`src/rtl/cdb_arbiter.sv`:
```
// cdb_arbiter: drains per-source result FIFOs (ALU, LSB) round-robin onto a registered CDB.
// Optional build macro CDB_BYPASS_EN: an empty source that wins arbitration skips its FIFO.

module cdb_fifo #(
  parameter int DEPTH = 4,
  parameter int W     = 8
) (
  input  logic                   clk,
  input  logic                   rst_n,
  input  logic                   flush,
  input  logic                   push,
  input  logic                   pop,
  input  logic [W-1:0]           din,
  output logic [W-1:0]           head,
  output logic [$clog2(DEPTH):0] count
);
  localparam int PW = $clog2(DEPTH);

  logic [W-1:0]  mem [DEPTH];
  logic [PW-1:0] wr_ptr, rd_ptr;

  // DEPTH is a power of two, so pointer overflow is the modulo wrap
  always_ff @(posedge clk or negedge rst_n) begin
    if (!rst_n) begin
      wr_ptr <= '0;
      rd_ptr <= '0;
      count  <= '0;
    end else if (flush) begin
      wr_ptr <= '0;
      rd_ptr <= '0;
      count  <= '0;
    end else begin
      if (push) wr_ptr <= wr_ptr + 1'b1;
      if (pop)  rd_ptr <= rd_ptr + 1'b1;
      case ({push, pop})
        2'b10:   count <= count + 1'b1;
        2'b01:   count <= count - 1'b1;
        default: ;
      endcase
    end
  end

  always_ff @(posedge clk) begin
    if (push) mem[wr_ptr] <= din;
  end

  assign head = mem[rd_ptr];
endmodule

module cdb_arbiter #(
  parameter int FIFO_DEPTH = 4,
  parameter int ENTRY_W    = 6
) (
  input  logic               clk_in,
  input  logic               rst_n_in,
  input  logic               rdy_in,
  input  logic               roll_back,
  input  logic               alu_valid_in,
  input  logic [ENTRY_W-1:0] alu_entry_in,
  input  logic [31:0]        alu_value_in,
  input  logic [31:0]        alu_pc_in,
  output logic               alu_ready_out,
  input  logic               lsb_valid_in,
  input  logic [ENTRY_W-1:0] lsb_entry_in,
  input  logic [31:0]        lsb_value_in,
  output logic               lsb_ready_out,
  output logic               cdb_valid_out,
  output logic               cdb_src_out,
  output logic [ENTRY_W-1:0] cdb_entry_out,
  output logic [31:0]        cdb_value_out,
  output logic [31:0]        cdb_pc_out
);
  localparam int NUM_SRC = 2;
  localparam int CW      = $clog2(FIFO_DEPTH) + 1;
  localparam logic [CW-1:0] DEPTH_C = CW'(FIFO_DEPTH);

  typedef struct packed {
    logic [ENTRY_W-1:0] entry;
    logic [31:0]        value;
    logic [31:0]        pc;
  } res_t;

  res_t [NUM_SRC-1:0]          in_res, head_res, sel_res;
  logic [NUM_SRC-1:0]          req, ready, push, fifo_push, fifo_pop, nonempty, cand;
  logic [NUM_SRC-1:0][CW-1:0]  count;
  logic                        active, last_grant, gnt_vld, gnt_src;

  // roll-back wins over pause; neither lets anything move through the FIFOs
  assign active = rdy_in && !roll_back;

  assign in_res[0] = '{entry: alu_entry_in, value: alu_value_in, pc: alu_pc_in};
  assign in_res[1] = '{entry: lsb_entry_in, value: lsb_value_in, pc: 32'h0};
  assign req       = {lsb_valid_in, alu_valid_in};

  generate
    for (genvar i = 0; i < NUM_SRC; i++) begin : g_src
      assign ready[i]    = (count[i] < DEPTH_C) && rdy_in;
      assign push[i]     = req[i] && ready[i] && active;
      assign nonempty[i] = (count[i] != '0);
`ifdef CDB_BYPASS_EN
      // an empty FIFO presents the incoming push as its head
      assign cand[i]      = nonempty[i] || push[i];
      assign sel_res[i]   = nonempty[i] ? head_res[i] : in_res[i];
      assign fifo_push[i] = push[i] && !(gnt_vld && (gnt_src == 1'(i)) && !nonempty[i]);
`else
      assign cand[i]      = nonempty[i];
      assign sel_res[i]   = head_res[i];
      assign fifo_push[i] = push[i];
`endif
      assign fifo_pop[i]  = gnt_vld && (gnt_src == 1'(i)) && nonempty[i];

      cdb_fifo #(.DEPTH(FIFO_DEPTH), .W($bits(res_t))) u_fifo (
        .clk   (clk_in),
        .rst_n (rst_n_in),
        .flush (roll_back),
        .push  (fifo_push[i]),
        .pop   (fifo_pop[i]),
        .din   (in_res[i]),
        .head  (head_res[i]),
        .count (count[i])
      );
    end
  endgenerate

  assign alu_ready_out = ready[0];
  assign lsb_ready_out = ready[1];

  // tie goes to whichever source did not win the previous grant
  always_comb begin
    gnt_vld = 1'b0;
    gnt_src = 1'b0;
    if (active) begin
      if (&cand) begin
        gnt_vld = 1'b1;
        gnt_src = ~last_grant;
      end else if (cand[0]) begin
        gnt_vld = 1'b1;
        gnt_src = 1'b0;
      end else if (cand[1]) begin
        gnt_vld = 1'b1;
        gnt_src = 1'b1;
      end
    end
  end

  always_ff @(posedge clk_in or negedge rst_n_in) begin
    if (!rst_n_in) begin
      cdb_valid_out <= 1'b0;
      cdb_src_out   <= 1'b0;
      cdb_entry_out <= '0;
      cdb_value_out <= '0;
      cdb_pc_out    <= '0;
      last_grant    <= 1'b1;
    end else if (roll_back) begin
      cdb_valid_out <= 1'b0;
    end else if (rdy_in) begin
      cdb_valid_out <= gnt_vld;
      if (gnt_vld) begin
        cdb_src_out   <= gnt_src;
        cdb_entry_out <= sel_res[gnt_src].entry;
        cdb_value_out <= sel_res[gnt_src].value;
        cdb_pc_out    <= sel_res[gnt_src].pc;
        last_grant    <= gnt_src;
      end
    end
  end
endmodule

```
`config.mk`:
```
export PLATFORM = sky130hd
export DESIGN_NAME = cdb_arbiter
export DESIGN_NICKNAME = d
export VERILOG_FILES = /design/src/rtl/cdb_arbiter.sv
export SDC_FILE = /design/constraint.sdc
export NUM_CORES = 1
export LEC_CHECK = 0
export CAP_MARGIN = 15
export CELL_PAD_IN_SITES_DETAIL_PLACEMENT = 2
export CELL_PAD_IN_SITES_GLOBAL_PLACEMENT = 2
export CORE_AREA = 2 2 224 226
export DETAILED_ROUTE_END_ITERATION = 7
export DIE_AREA = 0 0 226 228
export PLACE_DENSITY = 0.74
export SYNTH_ARGS = -nofsm -noshare
export SYNTH_HDL_FRONTEND = slang
export SYNTH_SLANG_ARGS = --single-unit
export TNS_END_PERCENT = 100
```
`constraint.sdc`:
```
create_clock -name clk_in -period 3.22 [get_ports clk_in]
set_clock_uncertainty 0.05 [all_clocks]
set_input_delay 0.805 -clock clk_in [delete_from_list [all_inputs] [get_ports clk_in]]
set_output_delay 0.805 -clock clk_in [all_outputs]
set_load 0.01 [all_outputs]
```
Word-level counts from Yosys, hierarchy flattened
Memories as Yosys holds them, arrays and structs flattened.
Index checks and enable logic that the tools add are counted.
- logic and storage cells: 82
- output and inout port bits: 74
- memories: 2
- input bits: 114
- register bits after elaboration: 87
- memory bits (writable): 432
- bits in read-only memories: 0
- bits in latches: 0
- multipliers: 0
- bitwise logic cells: 3
- shift operators: 0
- $add $sub $neg: 8
- equality and inequality tests: 4
- reductions and logical operators: 23
- div/mod/pow operators: 0
- muxes and demuxes: 27
- magnitude comparators: 3
- memory list (name ; depth ; bits a word ; read ports ; clocked after Yosys merged registers in ; wr ports ; RTL line ; text):
    g_src[0].u_fifo.mem ; 4 ; 70 ; 1 ; 0 ; 1 ; 19 ; logic [W-1:0] mem [DEPTH];
    g_src[1].u_fifo.mem ; 4 ; 38 ; 1 ; 0 ; 1 ; 19 ;
- operators with widths (cell ; number):
    two-way mux 70 bit ; 2
    two-way mux 2 bit ; 8
    two-way mux 1 bit ; 13
    case mux 3 bit (2 select lines) ; 2
    nonzero test 3 bit ; 4
    logical AND 1 bit ; 11
    nonzero test 2 bit ; 5
    adder 2 x 1 -> 2 bit (second input constant) ; 4
    adder 3 x 1 -> 3 bit (second input constant) ; 2
    < comparator 3 bit (second input constant) ; 2
    two-way mux 3 bit ; 2
    subtractor 3 x 1 -> 3 bit (second input constant) ; 2
    equality test 2 x 1 -> 1 bit (second input constant) ; 2
    equality test 2 bit (second input constant) ; 2
    NOT 1 bit ; 3
    AND reduction 3 bit ; 1
    < comparator 1 x 2 -> 1 bit (second input constant) ; 1
    AND reduction 2 bit ; 1
    logical NOT 1 bit ; 1

Logic depth before layout (Yosys ltp)
Gate-level depths: netlist of run 1.
- depth in word-level cells: 11
- depth in mapped cells: 7
- mapped depth without buffers: 6

Modules after synthesis
Synthesis of run 1 repeated with hierarchy kept, for this count alone.
- cell total of the unflattened synthesis: 1150
- area, all modules: 24771.3 um^2
- by module, submodules not included (module ; area an instance (um^2) ; cells an instance ; sequential area each (um^2) ; instances):
    cdb_fifo ; 10595.2 ; 405 ; 8583.2 ; 2
    cdb_arbiter ; 3580.9 ; 340 ; 1828.0 ; 1

Worst setup path before layout of run 1
OpenSTA, ideal clock, no wires.
- path type: input-to-reg
- start point: input roll_back
- end point: memory g_src[0].u_fifo.mem[0][0] (netlist name) (enable)
- stages on the path: 4
- slack: -0.339 ns
- setup time: 0.436 ns
- arrival time: 3.073 ns
- buffers on the path: 1
- required time: 2.734 ns
- cell sequence: nand2b_1 nor3b_1 buf_2 and2_1
- cells in the longest elaborated chain, start to end: 5
- ends and longest elaborated chain (element ; RTL line ; text):
    start: declaration ; 57 ; input logic roll_back,
    logical NOT 1 bit ; 89 ; assign active = rdy_in && !roll_back;
    logical AND 1 bit ; 89 ;
    logical AND 1 bit ; 98 ; assign push[i] = req[i] && ready[i] && active;
    two-way mux 1 bit ; 44 ; if (push) mem[wr_ptr] <= din;
    two-way mux 1 bit (not written as such) ; 44 ;
    end: declaration ; 19 ;
Every way passes these cells.

Worst setup path in the final report of run 1
- start point: input rdy_in
- end point: output alu_ready_out
- cells in the longest elaborated chain, start to end: 1
- ends and longest elaborated chain (element ; RTL line ; text):
    start: declaration ; 56 ; input logic rdy_in,
    logical AND 1 bit ; 97 ; assign ready[i] = (count[i] < DEPTH_C) && rdy_in;
    end: declaration ; 62 ; output logic alu_ready_out,
Every way passes these cells.

==> results.toml, run 1 <==
[placed_design]
dpl.hpwl_um = 31400
place_worst_setup_slack_ns = 0.0828
gp_congestion = 0.736
io_buffer_count = 187

[timing]
finalSetupViolations = 0
slew_headroom = 0.485
final.min_clock_period_ns = 2.96
maxSlewViolCount = 0
hold_viol_final = 0
max_freq_ghz = 0.338
setup_tns_ns = 0
fin_ws_ns = 0.262
worstMarginPinSlew_ns = 0.772
period_share = 0.919
grt_setup_unrepaired = "false"

[route]
drt_wl_total_um = 49900
viasPerCell = 5.20
wl_per_cell_um = 26.7
drt_first_pass_iters = 4
route.detailed.drc = 0
drtIter0Drc = 580
vias = 9689
ant_nets = 0

[logic_synthesis]
synth.area.top_cells = "edfxtp_1 (67%), mux4_2 (12%), dfrtp_1 (11%)"
async_flop_share = 0.168
synth_area_per_cell_um2 = 21.4
synth_edf_count = 432
synth_area_leader_cell = "edfxtp_1"
netlist.area_leader.share = 0.666
ys_seq_area_frac = 0.777
yosysWarningCount = 0
syn_inst = 910
synth_cell_types = 45
synth_area_um2 = 19500
synth_nets = 1034
ys_top_cells_by_count = "edfxtp_1 (432), mux4_2 (108), dfrtp_1 (86)"
ys_ff_latch = 519
synth_most_common_cell = "edfxtp_1"
ys.flop_type = "edfxtp_1"

[critical_path]
critPathMaxFanout = 7
startpoint_type = "input port"
cpPeakStageDelay_ns = 0.58
crit_chain = "clkdlybuf4s50_1, nor2b_1, clkdlybuf4s50_1"
crit_top_cell = "clkdlybuf4s50_1"
worstPathRequired_ns = 2.36
critPathCaptureType = "primary output"
crit_type = "input port to primary output"
path_buf_inv = 2
crit_arrival_ns = 2.10
slowest_stage = "clkdlybuf4s50_1"
crit_family = "buffers and inverters"

[floorplanning]
die_width_um = 226
coreArea_um2 = 49300
row_count = 82
io_pins = 188
die_h_um = 228
start_util = 0.395
die_area_um2 = 51500

[power_and_ir_drop]
peakVddDrop_v = 0.000550
total_power_mw = 18.0
powerDensity_nw_per_um2 = 738
p_leak_nw = 8.34

[global_route]
gr-total-overflow = 0
grt_pass1_vias = 11200
grt_max_degree = 76
antenna_found_initial = 10
groute.usage.overall = 0.201
grt_pass1_wl_um = 75400

[clocking]
hold_buffers = 0
numCtsBuffers = 53
post_cts_resized = 0
htreeDepth = 2
post_cts_buffers = 0
root_buffer = "clkbuf_16"
clock_latency_ns = 0.59
max-clock-path-buffers = 3
cts_sinks = 519
clkTransAtPathRegs_ns = 0.06
cts_tree = "yes"

[worst_hold_path]
hold_path.class = "input port to asynchronous set/reset pin"

[cells_and_area]
final_net_count = 1266
layout-drive-gt1-share = 0.214
area_growth_syn_to_layout_pct = 24.9

[flow_run]
maxCapViolCount = 0

[status]
outcome = "completed"
==> path summary, 6_finish.rpt <==
path	from	to	slack, ns	cells past startpoint
max	rdy_in	alu_ready_out	0.26	3
min	rst_n_in	cdb_pc_out[13]$_DFFE_PN0P_	0.23	1
max reg2reg	g_src[1].u_fifo.count[0]$_DFFE_PN0P_	g_src[1].u_fifo.count[2]$_DFFE_PN0P_	0.91	5
min reg2reg	cdb_valid_out$_DFFE_PN0P_	cdb_valid_out$_DFFE_PN0P_	0.44	2
max in group asynchronous	rst_n_in	cdb_value_out[13]$_DFFE_PN0P_	2.10	2
min in group clk_in	cdb_valid_out$_DFFE_PN0P_	cdb_valid_out$_DFFE_PN0P_	0.44	2
==> per-stage QoR <==
step / cell area (µm²) / hold WS (ns) / std cells / utilization
final: 24300 / 0.230 / 1864 / 0.493
after global routing: 24300 / 0.262 / 1864 / 0.493
after CTS: 24300 / 0.250 / 1857 / 0.493
after detailed placement: 22600 / 0.428 / 1759 / 0.458
after global placement: 22600 / 0.411 / 1759 / 0.458
after floorplan: 19500 / 0.453 / 910 / -
==> cell usage in the layout, fill, tap and decap left out, types with 15 or more instances in the layout <==
cell and count:
clkdlybuf4s50_1 186, mux4_2 108, nand2_1 46, clkbuf_16 55, buf_12 24, buf_4 17
a22o_1 32, edfxtp_1 432, clkinv_2 15, o21ai_0 40, dfrtp_1 82, mux2i_1 40
==> logic make-up (layout without fill, tap and decap cells) <==
group,Yosys count,in the layout,synth area share
compound gates,87,87,0.0315
flops,519,519,0.777
fa+ha+maj,10,10,0.00719
simple gates,81,81,0.0202
other cells,0,7,0
xor+xnor,5,5,0.00225
mux,151,151,0.147
buf+inv,57,332,0.0144
==> power by group <==
| part | internal [mW] | switching, mW |
|---|---|---|
| clock network | 3.61 | 2.55 |
| logic | 1.85 | 1.56 |
| registers | 7.90 | 0.512 |
| total | 13.4 | 4.62 |
==> per-layer routing <==
metal  track usage  wire (µm)  share of wire  vias up
met4        0.0613       1070          0.021        6
met3        0.0346       1820          0.036       72
met2         0.345      26000           0.52      203
met5             0         38        0.00076        -
li1              -          -              -     4172
met1         0.262      21000           0.42     5236
==> registers in the layout, indices dropped and copies added, names as in the netlist <==
name,flops
g_src.u_fifo.mem,432
g_src.u_fifo.wr_ptr,4
cdb_pc_out,32
cdb_value_out,32
cdb_src_out,1
cdb_entry_out,6
g_src.u_fifo.count,6
g_src.u_fifo.rd_ptr,4
cdb_valid_out,1
last_grant,1
==> final cells by class <==
cell class / instances / area (µm²)
Tap cell: 672 / 841
Multi-Input combinational cell: 334 / 4080
Inverter: 7 / 26.3
Timing Repair Buffer: 227 / 2470
Clock buffer: 73 / 1510
Antenna cell: 7 / 17.5
Clock inverter: 25 / 235
Fill cell: 4345 / 25000
Sequential cell: 519 / 15200
Power figures use the tool's default switching activity.
==> run 2: changes to the inputs <==
--- a/config.mk
+++ b/config.mk
@@ -12,6 +12,7 @@
 export DETAILED_ROUTE_END_ITERATION = 7
 export DIE_AREA = 0 0 226 228
 export PLACE_DENSITY = 0.74
+export SLEW_MARGIN = 10
 export SYNTH_ARGS = -nofsm -noshare
 export SYNTH_HDL_FRONTEND = slang
 export SYNTH_SLANG_ARGS = --single-unit
==> results of run 2 <==
Same layout as run 1: the final DEF is identical, and so are final timing and power.
==> run 3: changes to the inputs <==
--- a/config.mk
+++ b/config.mk
@@ -9,6 +9,7 @@
 export CELL_PAD_IN_SITES_DETAIL_PLACEMENT = 2
 export CELL_PAD_IN_SITES_GLOBAL_PLACEMENT = 2
 export CORE_AREA = 2 2 224 226
+export CTS_CLUSTER_SIZE = 30
 export DETAILED_ROUTE_END_ITERATION = 7
 export DIE_AREA = 0 0 226 228
 export PLACE_DENSITY = 0.74
==> results of run 3 <==
Same layout as run 1: the final DEF is identical, and so are final timing and power.
